--- config.mk ---
export PLATFORM = sky130hd
export DESIGN_NAME = branch_resolve_unit
export DESIGN_NICKNAME = d
export VERILOG_FILES = /design/src/rtl/branch_resolve_unit.sv
export SDC_FILE = /design/constraint.sdc
export NUM_CORES = 1
export LEC_CHECK = 0
export BUFFER_PORTS_ARGS = -buffer_cell sky130_fd_sc_hd__buf_2
export CORE_MARGIN = 3
export CORE_UTILIZATION = 30
export CTS_BUF_LIST = sky130_fd_sc_hd__clkbuf_8
export DETAILED_ROUTE_END_ITERATION = 8
export PLACE_DENSITY = 0.52
export SYNTH_ARGS = -nofsm -noshare
export SYNTH_HDL_FRONTEND = slang
export SYNTH_SLANG_ARGS = --single-unit
--- constraint.sdc ---
create_clock -name clk -period 9.1 [get_ports clk]
set_clock_uncertainty 0.15 [all_clocks]
set_input_delay 0.91 -clock clk [delete_from_list [all_inputs] [get_ports clk]]
set_output_delay 0.91 -clock clk [all_outputs]
set_load 0.01 [all_outputs]
--- src/rtl/branch_resolve_unit.sv ---
// In-order tracker of in-flight gshare predictions; trains the PHT on resolve,
// redirects fetch and flushes younger entries on a misprediction.
module branch_resolve_unit #(
    parameter int IDX_W  = 8,
    parameter int DEPTH  = 4,
    parameter int ADDR_W = 32,
    localparam int PTR_W = $clog2(DEPTH),
    localparam int CNT_W = PTR_W + 1
) (
    input  logic              clk,
    input  logic              resetn,
    input  logic              enq_valid_i,
    output logic              enq_ready_o,
    input  logic [IDX_W-1:0]  enq_index_i,
    input  logic              enq_pred_take_i,
    input  logic [ADDR_W-1:0] enq_pred_target_i,
    input  logic [ADDR_W-1:0] enq_pc_i,
    input  logic              res_valid_i,
    input  logic              res_take_i,
    input  logic [ADDR_W-1:0] res_target_i,
    output logic              res_ready_o,
    input  logic              flush_i,
    output logic              upd_wen_o,
    output logic [IDX_W-1:0]  upd_windex_o,
    output logic              upd_take_o,
    output logic              redirect_valid_o,
    output logic [ADDR_W-1:0] redirect_pc_o,
    output logic              mispredict_o,
    output logic [CNT_W-1:0]  count_o,
    output logic [31:0]       stat_branches_o,
    output logic [31:0]       stat_miss_o
);
    localparam logic [ADDR_W-1:0] DSLOT_OFF = ADDR_W'(8);

    logic [IDX_W-1:0]  idx_mem [DEPTH];
    logic              pt_mem  [DEPTH];
    logic [ADDR_W-1:0] tgt_mem [DEPTH];
    logic [ADDR_W-1:0] pc_mem  [DEPTH];

    logic [PTR_W-1:0] wr_ptr_q, wr_ptr_d, rd_ptr_q, rd_ptr_d;
    logic [CNT_W-1:0] count_q, count_d;

    logic              upd_wen_q, upd_take_q, redirect_q;
    logic [IDX_W-1:0]  upd_windex_q;
    logic [ADDR_W-1:0] redirect_pc_q;
    logic [31:0]       stat_br_q, stat_miss_q;

    logic              enq_fire, res_fire, miss;
    logic [ADDR_W-1:0] correct_pc;

    assign enq_ready_o = (count_q != CNT_W'(DEPTH));
    assign res_ready_o = (count_q != '0);
    assign enq_fire    = enq_valid_i && enq_ready_o;
    assign res_fire    = res_valid_i && res_ready_o;

    assign miss = (pt_mem[rd_ptr_q] != res_take_i) ||
                  (res_take_i && pt_mem[rd_ptr_q] && (tgt_mem[rd_ptr_q] != res_target_i));
    // Not-taken branches fall through past the delay slot.
    assign correct_pc = res_take_i ? res_target_i : pc_mem[rd_ptr_q] + DSLOT_OFF;

    always_comb begin
        rd_ptr_d = rd_ptr_q + PTR_W'(res_fire);
        wr_ptr_d = wr_ptr_q + PTR_W'(enq_fire);
        count_d  = count_q + CNT_W'(enq_fire) - CNT_W'(res_fire);
        // Flush or mispredict empties the queue and drops any wrong-path enqueue.
        if (flush_i || (res_fire && miss)) begin
            wr_ptr_d = rd_ptr_d;
            count_d  = '0;
        end
    end

    always_ff @(posedge clk) begin
        if (enq_fire) begin
            idx_mem[wr_ptr_q] <= enq_index_i;
            pt_mem[wr_ptr_q]  <= enq_pred_take_i;
            tgt_mem[wr_ptr_q] <= enq_pred_target_i;
            pc_mem[wr_ptr_q]  <= enq_pc_i;
        end
    end

    always_ff @(posedge clk) begin
        if (!resetn) begin
            wr_ptr_q      <= '0;
            rd_ptr_q      <= '0;
            count_q       <= '0;
            upd_wen_q     <= 1'b0;
            upd_take_q    <= 1'b0;
            upd_windex_q  <= '0;
            redirect_q    <= 1'b0;
            redirect_pc_q <= '0;
            stat_br_q     <= '0;
            stat_miss_q   <= '0;
        end else begin
            wr_ptr_q   <= wr_ptr_d;
            rd_ptr_q   <= rd_ptr_d;
            count_q    <= count_d;
            upd_wen_q  <= res_fire;
            redirect_q <= res_fire && miss && !flush_i;
            if (res_fire) begin
                upd_windex_q <= idx_mem[rd_ptr_q];
                upd_take_q   <= res_take_i;
                if (stat_br_q != '1) stat_br_q <= stat_br_q + 32'd1;
                if (miss && stat_miss_q != '1) stat_miss_q <= stat_miss_q + 32'd1;
                if (miss && !flush_i) redirect_pc_q <= correct_pc;
            end
        end
    end

    assign upd_wen_o        = upd_wen_q;
    assign upd_windex_o     = upd_windex_q;
    assign upd_take_o       = upd_take_q;
    assign redirect_valid_o = redirect_q;
    assign mispredict_o     = redirect_q;
    assign redirect_pc_o    = redirect_pc_q;
    assign count_o          = count_q;
    assign stat_branches_o  = stat_br_q;
    assign stat_miss_o      = stat_miss_q;
endmodule

# == Yosys cells after proc, flatten, opt, wreduce, memory -nomap -nowiden ==
# Memory sizes are Yosys's and may differ from the RTL's. A register that Yosys moved wholly into a read port is not among the register bits.
# Cells that the tools add are included.
# op_classes
addsub,7
mul,0
div_mod_pow,0
magnitude_cmp,0
eq_ne,5
n_shift,0
n_mux,7
bitwise_logic,1
n_reduce_logical,17
# ops
operator,count
"adder 32 x 1 -> 32 bit, second input constant",2
"inequality test 32 bit, second input constant",2
"adder 32 x 4 -> 32 bit, second input constant",1
two-way mux 32 bit,1
inequality test 32 bit,1
logical AND 1 bit,8
two-way mux 2 bit,4
AND reduction 2 bit,3
adder 2 x 1 -> 2 bit,2
adder 3 x 1 -> 3 bit,1
"inequality test 3 bit, second input constant",1
nonzero test 3 bit,1
subtractor 3 x 1 -> 3 bit,1
logical NOT 1 bit,2
logical OR 1 bit,2
two-way mux 1 bit,2
OR reduction 2 bit,1
inequality test 1 bit,1
inverter 1 bit,1
# totals
reg_bits,106
latchBits,0
mem_bits_rw,292
romBits,0
in_bits,111
output_inout_bits,113
wordCells,50
n_memories,4
# mem_list
name,depth,width,rd,rd_ports_with_merged_regs,wr,line,rtl
pc_mem,4,32,1,1,1,38,logic [ADDR_W-1:0] pc_mem [DEPTH];
tgt_mem,4,32,1,1,1,37,logic [ADDR_W-1:0] tgt_mem [DEPTH];
idx_mem,4,8,1,1,1,35,logic [IDX_W-1:0] idx_mem [DEPTH];
pt_mem,4,1,1,1,1,36,logic pt_mem [DEPTH];

# == Depth between registers and ports, before layout ==
# Gate-level depths: netlist of the first run.
# depth
word_depth,6
ltp_mapped,14
depth_no_buf,11

# == Least setup slack after synthesis of the first run ==
# No wires, ideal clock.
# synth_path
path_kind,input port to flip-flop
start,in enq_valid_i
end,mem idx_mem[1][0] (enable)
setup_ns,0.609
arrival_time_ns,6.374
required_time_ns,8.341
setup_slack_ns,1.967
cell_stages,2
path_buffers,0
cell_sequence,nand2_1 -> nor3b_1
# synth_between
elab_chain_len,3
# synth_lines
element,line,rtl
"start, declared",12,"input logic enq_valid_i,"
logical AND 1 bit,53,assign enq_fire = enq_valid_i && enq_ready_o;
two-way mux 1 bit,73,if (enq_fire) begin
two-way mux 1 bit (not written as such),74,idx_mem[wr_ptr_q] <= enq_index_i;
"end, declared",35,
# No other way between the ends.

==> results of run 1 <==
==> metrics by stage <==
stage	hold WS [ps]	utilization	cell area [sq um]	setup slack (ps)
2_1_floorplan	330.5	-	16710	1967
5_1_grt	288.6	0.3662	19940	4061
4_1_cts	264.3	0.3661	19930	4374
6_report	302.5	0.3664	19950	4558
3_3_place_gp	295.5	0.3408	18560	4490
3_5_place_dp	295.5	0.3408	18560	4431
==> state kept, by name, summed over array words and instances, names as in the netlist <==
register	count
stat_branches_o	32
idx_mem	32
wr_ptr_q	2
upd_windex_o	8
rd_ptr_q	2
pc_mem	128
mispredict_o	1
pt_mem	4
upd_take_o	1
redirect_pc_o	32
count_o	3
tgt_mem	128
upd_wen_o	1
stat_miss_o	32
==> worst max-delay path by stage <==
| stage | from | endpoint |
|---|---|---|
| 2_1_floorplan | enq_valid_i | idx_mem[1][0]$_DFFE_PP_ |
| 3_3_place_gp | rd_ptr_q[0]$_SDFF_PN0_ | redirect_pc_o[20]$_SDFFE_PN0P_ |
| 4_1_cts | rd_ptr_q[0]$_SDFF_PN0_ | redirect_pc_o[25]$_SDFFE_PN0P_ |
| 5_1_grt | rd_ptr_q[0]$_SDFF_PN0_ | redirect_pc_o[1]$_SDFFE_PN0P_ |
| 6_report | rd_ptr_q[0]$_SDFF_PN0_ | redirect_pc_o[25]$_SDFFE_PN0P_ |
| 3_5_place_dp | rd_ptr_q[0]$_SDFF_PN0_ | redirect_pc_o[15]$_SDFFE_PN0P_ |
==> cells by family (layout without fill, tap and decap cells) <==
| family | Yosys count | in the layout | share of synthesized area |
|---|---|---|---|
| buf+inv | 72 | 387 | 0.02463 |
| flops | 406 | 406 | 0.6612 |
| compound gates | 120 | 120 | 0.04260 |
| mux | 106 | 106 | 0.1183 |
| xor+xnor | 89 | 89 | 0.04664 |
| other cells | 0 | 8 | 0 |
| fa+ha+maj | 9 | 9 | 0.007187 |
| simple gates | 331 | 331 | 0.09949 |
==> per-layer routing <==
metal  track usage  vias to the layer above  part of all wire
met4       0.05145                        8             0.023
met3       0.04527                       83             0.075
met2        0.2495                      335              0.48
met1        0.2000                     5232              0.42
met5             0                        -            0.0011
li1              -                     4859                 -
==> area by class of cell <==
cell class,count,area (sq um)
clock inverters,51,275.3
clock buffers,80,1101
diodes,8,20.02
well taps,739,924.6
inverters,19,72.57
fillers,5333,34500
flip-flops and latches,406,11060
multi-input cells,655,5280
repair buffers,237,1221
==> cell usage after synthesis (26+ instances only) <==
cell and n:
dfxtp_1 114, xnor2_1 58, edfxtp_1 292, nand3_1 37, mux2i_1 31, nor2_1 73
or3_1 26, mux4_2 73, o21ai_0 47, nand2_1 94, nand4_1 28, xor2_1 31
a21oi_1 41
==> worst register-to-register path, cell delays in order (launching register included) <==
cell and delay [ps]:
dfxtp_4 930, buf_4 750, mux4_2 640, xnor2_1 190, nand4_1 150, nor4_2 350, a21boi_2 150, o211ai_4 160
buf_4 560, mux2i_1 290, nor2_1 60
==> power breakdown <==
part / internal [W] / switching, W
combinational: 0.000156 / 0.000209
clock: 0.000866 / 0.000749
sequential: 0.00206 / 0.0000337
total: 0.00309 / 0.000992
==> results.tsv, run 1 <==
metric	value	unit
status	finished clean	
fin_setup_tns	0	ps
clockBufferDepth	3	
place_hpwl	29.66	mm
cts_buffers	73	
rows	85	
grt_pass1_wl	68.43	mm
synthesis.nets	1253	
whs_endpoint	upd_windex_o[0]$_SDFFE_PN0P_	
rrSetupSlack	4560	ps
post-route-period-util	0.4992	
worst-path-buf-inv	2	
areaGrowthSynthToFinish	19.38	%
path_cells	buf_4, mux4_2, xnor2_1, nand4_1, nor4_2, a21boi_2, o211ai_4, buf_4, mux2i_1, nor2_1	
cts-root-buf	clkbuf_8	
async_reset_ff_frac	0	
min_path_type	reg -> reg	
whs_path_depth	2	
total_power	0.004078	W
synth.avg_cell_area	14.75	sq um
synth_top_cell_by_area	edfxtp_1	
dieHeight	242.0	um
cts_tree	built	
cts_resized	0	
slew_viol_final	0	
p_per_area	204.4	nW/um^2
required	9420	ps
ir_drop	0.1035	mV
tightestPinTransition	1037	ps
rsz0062_at_grt	false	
core-area	54450	sq um
fin_cells	2195	
die_w	242.0	um
wl	45.23	mm
slowest_stage	dfxtp_4	
wire_per_inst	20.60	um
power.leakage	7.152	nW
grt_max_degree	61	
cts_hold_buf	0	
postCtsSetupBuffers	0	
io_buffers	223	
drv_cap	0	
fmax	220.1	MHz
num_io_pins	224	
path_depth	10	
layout_common_cells	292 x edfxtp_1, 223 x buf_2, 112 x dfxtp_1	
grt_use_total	0.1547	
crit_path_end_kind	flip-flop	
dieArea	58580	sq um
start_util	0.3069	
worstHoldStart	upd_windex_o[0]$_SDFFE_PN0P_	
cts_max_level	3	
clk_latency	630	ps
startpoint_type	flip-flop	
path_class	reg -> reg	
finalNetCount	1512	
gp_congestion	0.7791	
dp.cells	2056	
cts_sinks	406	
path_delay_family	buffers and inverters	
via_per_inst	4.791	
setup_viol	0	
hold_violations	0	
cp.arrival	4860	ps
grt_overflow	0	
reg2reg_from	rd_ptr_q[0]$_SDFF_PN0_	
period_minus_slack	4542	ps
final_common_cell	edfxtp_1	
r2r_cells	10	
regToRegEndpoint	redirect_pc_o[25]$_SDFFE_PN0P_	
cp_slowest_stage_delay	930	ps
synth_top_area_share	0.5246	
netlist_instances	1133	
ys_seq_elements	406	
cp_common_cell	buf_4	
synth_top_flop_cell	edfxtp_1	
ys_warn_count	0	
syn_area	16710	sq um
remaining_drc_errors	0	
ys_seq_area_frac	0.6612	
relSlewSlack	0.3088	
path_clk_slew	60	ps
drive_above_1_share	0.2901	
ys_types	53	
antenna_found_initial	18	
synth-edff-count	292	
initialDrtViolationCount	626	
cp_max_fo	39	
firstDrtPassIters	5	
synth_area_leaders	edfxtp_1 52%, dfxtp_1 14%, mux4_2 9.8%	
grt_pass1_vias	10780	
ant_nets	0	
num_vias	10517	
No activity file was read; power rests on OpenSTA's default activity.
==> inputs of run 2 (changes only) <==
==> constraint.sdc (replaced) <==
create_clock -name clk -period 4.2 [get_ports clk]
set_clock_uncertainty 0.15 [all_clocks]
set_input_delay 0.42 -clock clk [delete_from_list [all_inputs] [get_ports clk]]
set_output_delay 0.42 -clock clk [all_outputs]
set_load 0.01 [all_outputs]
==> run 2 against run 1 <==
Critical path depth decreased by 1; power increased by 120%; hold slack got worse by 250 ps; global-route usage about the same; non-clock buffer count increased by 90; combinational power increased by 150%.
==> results.tsv, run 2 (synthesis gave the netlist of run 1 again) <==
metric	value	unit	change
status	finished clean		
power.leakage	7.560	nW	+5.7%
clockBufferDepth	3		unchanged
core-area	54450	sq um	unchanged
rows	85		unchanged
r2r_cells	9		-1
cts_buffers	72		-1.4%
num_vias	10776		+2.5%
min_path_type	in -> reg		
remaining_drc_errors	0		unchanged
areaGrowthSynthToFinish	25.08	%	
relSlewSlack	0.4422		+0.1334
use_met1	0.1997		-0.0002858
grt_pass1_wl	68.92	mm	+0.71%
cts_max_level	3		unchanged
cp_max_fo	12		-69%
hold_violations	0		unchanged
total_power	0.008866	W	+120%
drv_cap	0		unchanged
path_clk_slew	60	ps	about the same
ir_drop	0.2289	mV	+120%
postCtsSetupBuffers	0		unchanged
grt_pass1_vias	10981		+1.9%
io_buffers	223		unchanged
fin_cells	2282		+4.0%
rsz0062_at_grt	false		
wl	45.50	mm	+0.61%
layout_common_cells	292 x edfxtp_1, 223 x buf_2, 112 x dfxtp_1		
fin_setup_tns	0	ps	unchanged
cp.arrival	3760	ps	-1100 ps
dieArea	58580	sq um	unchanged
multi_input_area	5299	sq um	+0.36%
startpoint_type	flip-flop		
cts-root-buf	clkbuf_8		
start_util	0.3069		unchanged
reg_top3	pc_mem x128, tgt_mem x128		
dp.cells	2068		+0.58%
place_hpwl	30.43	mm	+2.6%
grt_use_total	0.1546		about the same
p_per_area	424.1	nW/um^2	+110%
required	4560	ps	-4860 ps
num_io_pins	224		unchanged
setup_viol	0		unchanged
top_usage_layer	met2		
die_w	242.0	um	unchanged
ant_nets	0		unchanged
grt_overflow	0		unchanged
final_common_cell	edfxtp_1		
met3_usage	0.04361		-0.001660
cts_sinks	406		unchanged
tightestPinTransition	836.7	ps	-200.1 ps
period_minus_slack	3399	ps	-1143 ps
fmax	294.2	MHz	+34%
initialDrtViolationCount	643		+2.7%
final-seq-area	11060	sq um	unchanged
crit_path_end_kind	flip-flop		
grt_max_degree	74		+21%
firstDrtPassIters	5		unchanged
finalNetCount	1601		+5.9%
fill_cells	5296		-0.69%
whs_path_depth	5		+3
use_met2	0.2508		+0.001261
cts_resized	0		unchanged
post-route-period-util	0.8094		+0.3102
drive_above_1_share	0.2794		-0.01065
path_class	reg -> reg		
via_per_inst	4.722		-1.4%
slew_viol_final	0		unchanged
cts_tree	built		
gp_congestion	0.7813		+0.28%
clk_latency	650	ps	+20 ps
antenna_found_initial	7		-11
wire_per_inst	19.94	um	-3.2%
dieHeight	242.0	um	unchanged
[run 2: per-stage QoR]
step | hold slack [ps] | setup WS, ps | instance area (sq um) | util
floorplan | 330.5 | 808.0 | 16750 | -
global placement | 293.2 | 757.3 | 18770 | 0.3446
detailed placement | 297.9 | 711.8 | 18770 | 0.3446
CTS | 0.8650 | 712.1 | 20900 | 0.3837
global route | 46.44 | 545.3 | 20900 | 0.3838
finish | 54.28 | 800.6 | 20910 | 0.3839
[run 2: area by class of cell]
cell class,count,area share
antenna,4,0.0004788
clock buffer,79,0.05201
clock inverter,53,0.01251
inverter,19,0.003471
multi-input combinational,655,0.2535
sequential,406,0.5290
tap,739,0.04423
timing repair buffer,327,0.1049
[run 2: metal layers]
metal	up-vias	wire, um
met2	304	21470
li1	5038	-
met3	71	2886
met5	-	34
met4	6	985
met1	5357	20120
[run 2: critical path: stages (launching register included)]
cell and delay [ps]:
dfxtp_4 500, buf_4 310, mux4_2 540, xnor2_1 160, nand4_1 260, nor4_2 280, a21boi_2 160, o21ai_0 270
and2_1 280, mux2_2 360
[run 2: worst paths after layout]
check,startpoint,endpoint,slack [ps]
setup reg to reg,rd_ptr_q[0]$_SDFF_PN0_,wr_ptr_q[1]$_SDFF_PN0_,800
hold reg to reg,upd_windex_o[0]$_SDFFE_PN0P_,upd_windex_o[0]$_SDFFE_PN0P_,310
setup / recovery,rd_ptr_q[0]$_SDFF_PN0_,wr_ptr_q[1]$_SDFF_PN0_,800
hold / removal,res_target_i[12],redirect_pc_o[12]$_SDFFE_PN0P_,50
[run 2: report_power, final]
group / internal (W) / switching (W)
Clock: 0.00180 / 0.00163
Combinational: 0.000414 / 0.000500
Sequential: 0.00447 / 0.0000565
Total: 0.00668 / 0.00219
[run 2: what timing repair did]
| item | in CTS | in global routing |
|---|---|---|
| hold buffers | 78 | 0 |
| hold endpoints to repair | 297 | 0 |
| endpoints found under the setup margin | 0 | 0 |
==> inputs of run 3 (changes only) <==
--- a/config.mk
+++ b/config.mk
@@ -10,7 +10,7 @@
 export CORE_UTILIZATION = 30
 export CTS_BUF_LIST = sky130_fd_sc_hd__clkbuf_8
 export DETAILED_ROUTE_END_ITERATION = 8
-export PLACE_DENSITY = 0.52
+export PLACE_DENSITY = 0.54
 export SYNTH_ARGS = -nofsm -noshare
 export SYNTH_HDL_FRONTEND = slang
 export SYNTH_SLANG_ARGS = --single-unit
==> constraint.sdc (replaced) <==
create_clock -name clk -period 2.8 [get_ports clk]
set_clock_uncertainty 0.15 [all_clocks]
set_input_delay 0.28 -clock clk [delete_from_list [all_inputs] [get_ports clk]]
set_output_delay 0.28 -clock clk [all_outputs]
set_load 0.01 [all_outputs]
==> run 3 against run 2 <==
The flow now finishes with violations (negative setup slack); register-to-register slack lost 1200 ps; first-iteration DRC count grew 10%; worst setup slack lost 1200 ps.
==> results.tsv, run 3 (synthesis gave the netlist of run 1 again) <==
metric	value	unit	change
slowest_stage	mux4_2		
ant_nets	0		unchanged
grt_overflow	0		unchanged
fmax	308.9	MHz	+5.0%
cts_sinks	406		unchanged
firstDrtPassIters	5		unchanged
grt_use_total	0.1611		+0.006460
dieArea	58580	sq um	unchanged
violations	negative setup slack		
startpoint_type	flip-flop		
p_per_area	619.6	nW/um^2	+46%
wl	48.29	mm	+6.1%
drive_above_1_share	0.3535		+0.07407
path_class	reg -> reg		
path_clk_slew	70	ps	about the same
switching_share	0.2493		+0.002538
cts_max_level	3		unchanged
gp_congestion	0.8107		+3.8%
cts-root-buf	clkbuf_8		
multi_input_area	5697	sq um	+7.5%
hold_violations	0		unchanged
initialDrtViolationCount	710		+10%
cp_max_fo	7		-5
grt_pass1_vias	11354		+3.4%
wire_per_inst	20.13	um	+0.96%
dr_wl_met2	22.32	mm	+4.0%
io_buffers	223		unchanged
num_vias	11427		+6.0%
status	finished with violations		
crit_path_end_kind	flip-flop		
met1_length	21.09	mm	+4.8%
power.leakage	8.365	nW	+11%
dp.cells	2132		+3.1%
core-area	54450	sq um	unchanged
start_util	0.3069		unchanged
cp.arrival	3590	ps	-170 ps
grt_max_degree	74		unchanged
cts_tree	built		
finalNetCount	1716		+7.2%
cts_buffers	73		+1.4%
die_w	242.0	um	unchanged
setup_slack	-437.4	ps	-1238 ps
post-route-util	0.4154		+0.03146
final-seq-area	11060	sq um	about the same
rsz0062_at_grt	true		
place_hpwl	32.65	mm	+7.3%
internal_power	0.01052	W	+58%
cp_slowest_stage_delay	520	ps	-20 ps
cp_common_cell	buf_12		
clockBufferDepth	3		unchanged
min_path_type	in -> reg		
fin_cells	2399		+5.1%
required	3150	ps	-1410 ps
route.met3.wl	4.046	mm	+40%
via_per_inst	4.763		+0.87%
rows	85		unchanged
slew_viol_final	0		unchanged
reg_top3	pc_mem x128, tgt_mem x128		
dieHeight	242.0	um	unchanged
seqPwrFrac	0.484		-0.026
clk_latency	650	ps	about the same
period_minus_slack	3237	ps	-161.9 ps
post-route-period-util	1.156		+0.3469
routed.top_layer	met5		
layout_common_cells	292 x edfxtp_1, 223 x buf_2, 110 x dfxtp_1		
areaGrowthSynthToFinish	35.33	%	
relSlewSlack	0.5191		+0.07693
num_io_pins	224		unchanged
ir_drop	0.3266	mV	+43%
remaining_drc_errors	0		unchanged
antenna_found_initial	5		-2
fill_cells	5098		-3.7%
switchingPower	0.003493	W	+60%
clockPowerShare	0.393		+0.006
grt_pass1_wl	71.86	mm	+4.3%
drv_cap	0		unchanged
pwr-share-comb	0.123		+0.020
final_common_cell	edfxtp_1		
setup_viol	70		+70
path_cells	buf_12, buf_12, mux4_2, xnor2_2, nand4_1, nor4_4, a21boi_4, o21ai_4, buf_6, clkbuf_16, or4_1, a21oi_1		
tightestPinTransition	721.3	ps	-115.4 ps
==> run 3: cell count changes in the layout (fill, tap and decap cells not counted), moves of 6 or more <==
| cell | change |
|---|---|
| buf_6 | +6 |
| clkinv_2 | +6 |
| o21ai_2 | +6 |
| o21ai_0 | -16 |
| buf_12 | +10 |
| o21ai_1 | +7 |
| xnor2_1 | -8 |
| buf_4 | +63 |
| dlygate4sd3_1 | +26 |
| inv_1 | -11 |
| xnor2_2 | +8 |
==> run 3: final timing paths <==
path / startpoint / to / slack (ps) / cells past startpoint
worst min-delay path: res_target_i[21] / redirect_pc_o[21]$_SDFFE_PN0P_ / 80 / 4
worst max-delay path: rd_ptr_q[0]$_SDFF_PN0_ / stat_miss_o[18]$_SDFFE_PN0P_ / -440 / 12
worst min register to register: upd_take_o$_SDFFE_PN0P_ / upd_take_o$_SDFFE_PN0P_ / 300 / 2
worst max register to register: rd_ptr_q[0]$_SDFF_PN0_ / stat_miss_o[18]$_SDFFE_PN0P_ / -440 / 12
==> run 3: per-stage QoR <==
| step | hold slack [ps] | cell area [sq um] | TNS (ps) | setup slack (ps) | power [W] |
|---|---|---|---|---|---|
| after floorplan | 228.9 | 17000 | -65940 | -315.2 | 0.007784 |
| after global placement | 293.5 | 19520 | -20780 | -394.6 | 0.008360 |
| after detailed placement | 295.7 | 19520 | -24370 | -442.1 | 0.008378 |
| after CTS | 0.9974 | 22310 | -26450 | -438.2 | 0.01418 |
| after global routing | 33.46 | 22610 | -34190 | -558.7 | 0.01464 |
| final | 80.27 | 22620 | -24840 | -437.4 | 0.01401 |
==> run 3: power groups by stage <==
stage / combinational (W) / clock [W] / sequential [W]
after floorplan: 0.000882 / 0 / 0.00690
after global placement: 0.00145 / 0 / 0.00691
after detailed placement: 0.00146 / 0 / 0.00691
after CTS: 0.00169 / 0.00571 / 0.00678
after global routing: 0.00186 / 0.00599 / 0.00679
final: 0.00172 / 0.00551 / 0.00678
==> run 3: metal layers <==
metal	vias up	track usage
met4	6	0.04031
met5	-	0
met1	5651	0.2188
met3	72	0.04859
met2	417	0.2527
li1	5281	-
==> run 3: repair_timing <==
item / 4_1_cts / 5_1_grt
gates resized for setup: 16 / 39
buffers inserted: 11 / 6
setup endpoints to repair: 70 / 72
gates cloned: 4 / 6
pin swaps: 9 / 23
endpoints found under the hold margin: 341 / 0
hold buffers: 104 / 0
==> run 3: critical path: cells and delay by family, from the launching register on <==
kind,cells,cell delay (ps)
xor+xnor,1,150
buf+inv,4,660
simple gates,3,740
compound gates,3,480
mux,1,520
flops,1,380
==> run 3: layout make-up <==
class / instances / area share
Inverter: 19 / 0.003209
Clock inverter: 57 / 0.01704
Multi-Input combinational cell: 655 / 0.2519
Clock buffer: 77 / 0.04686
Timing Repair Buffer: 441 / 0.1505
Sequential cell: 406 / 0.4891
Antenna cell: 5 / 0.0005532
Tap cell: 739 / 0.04088
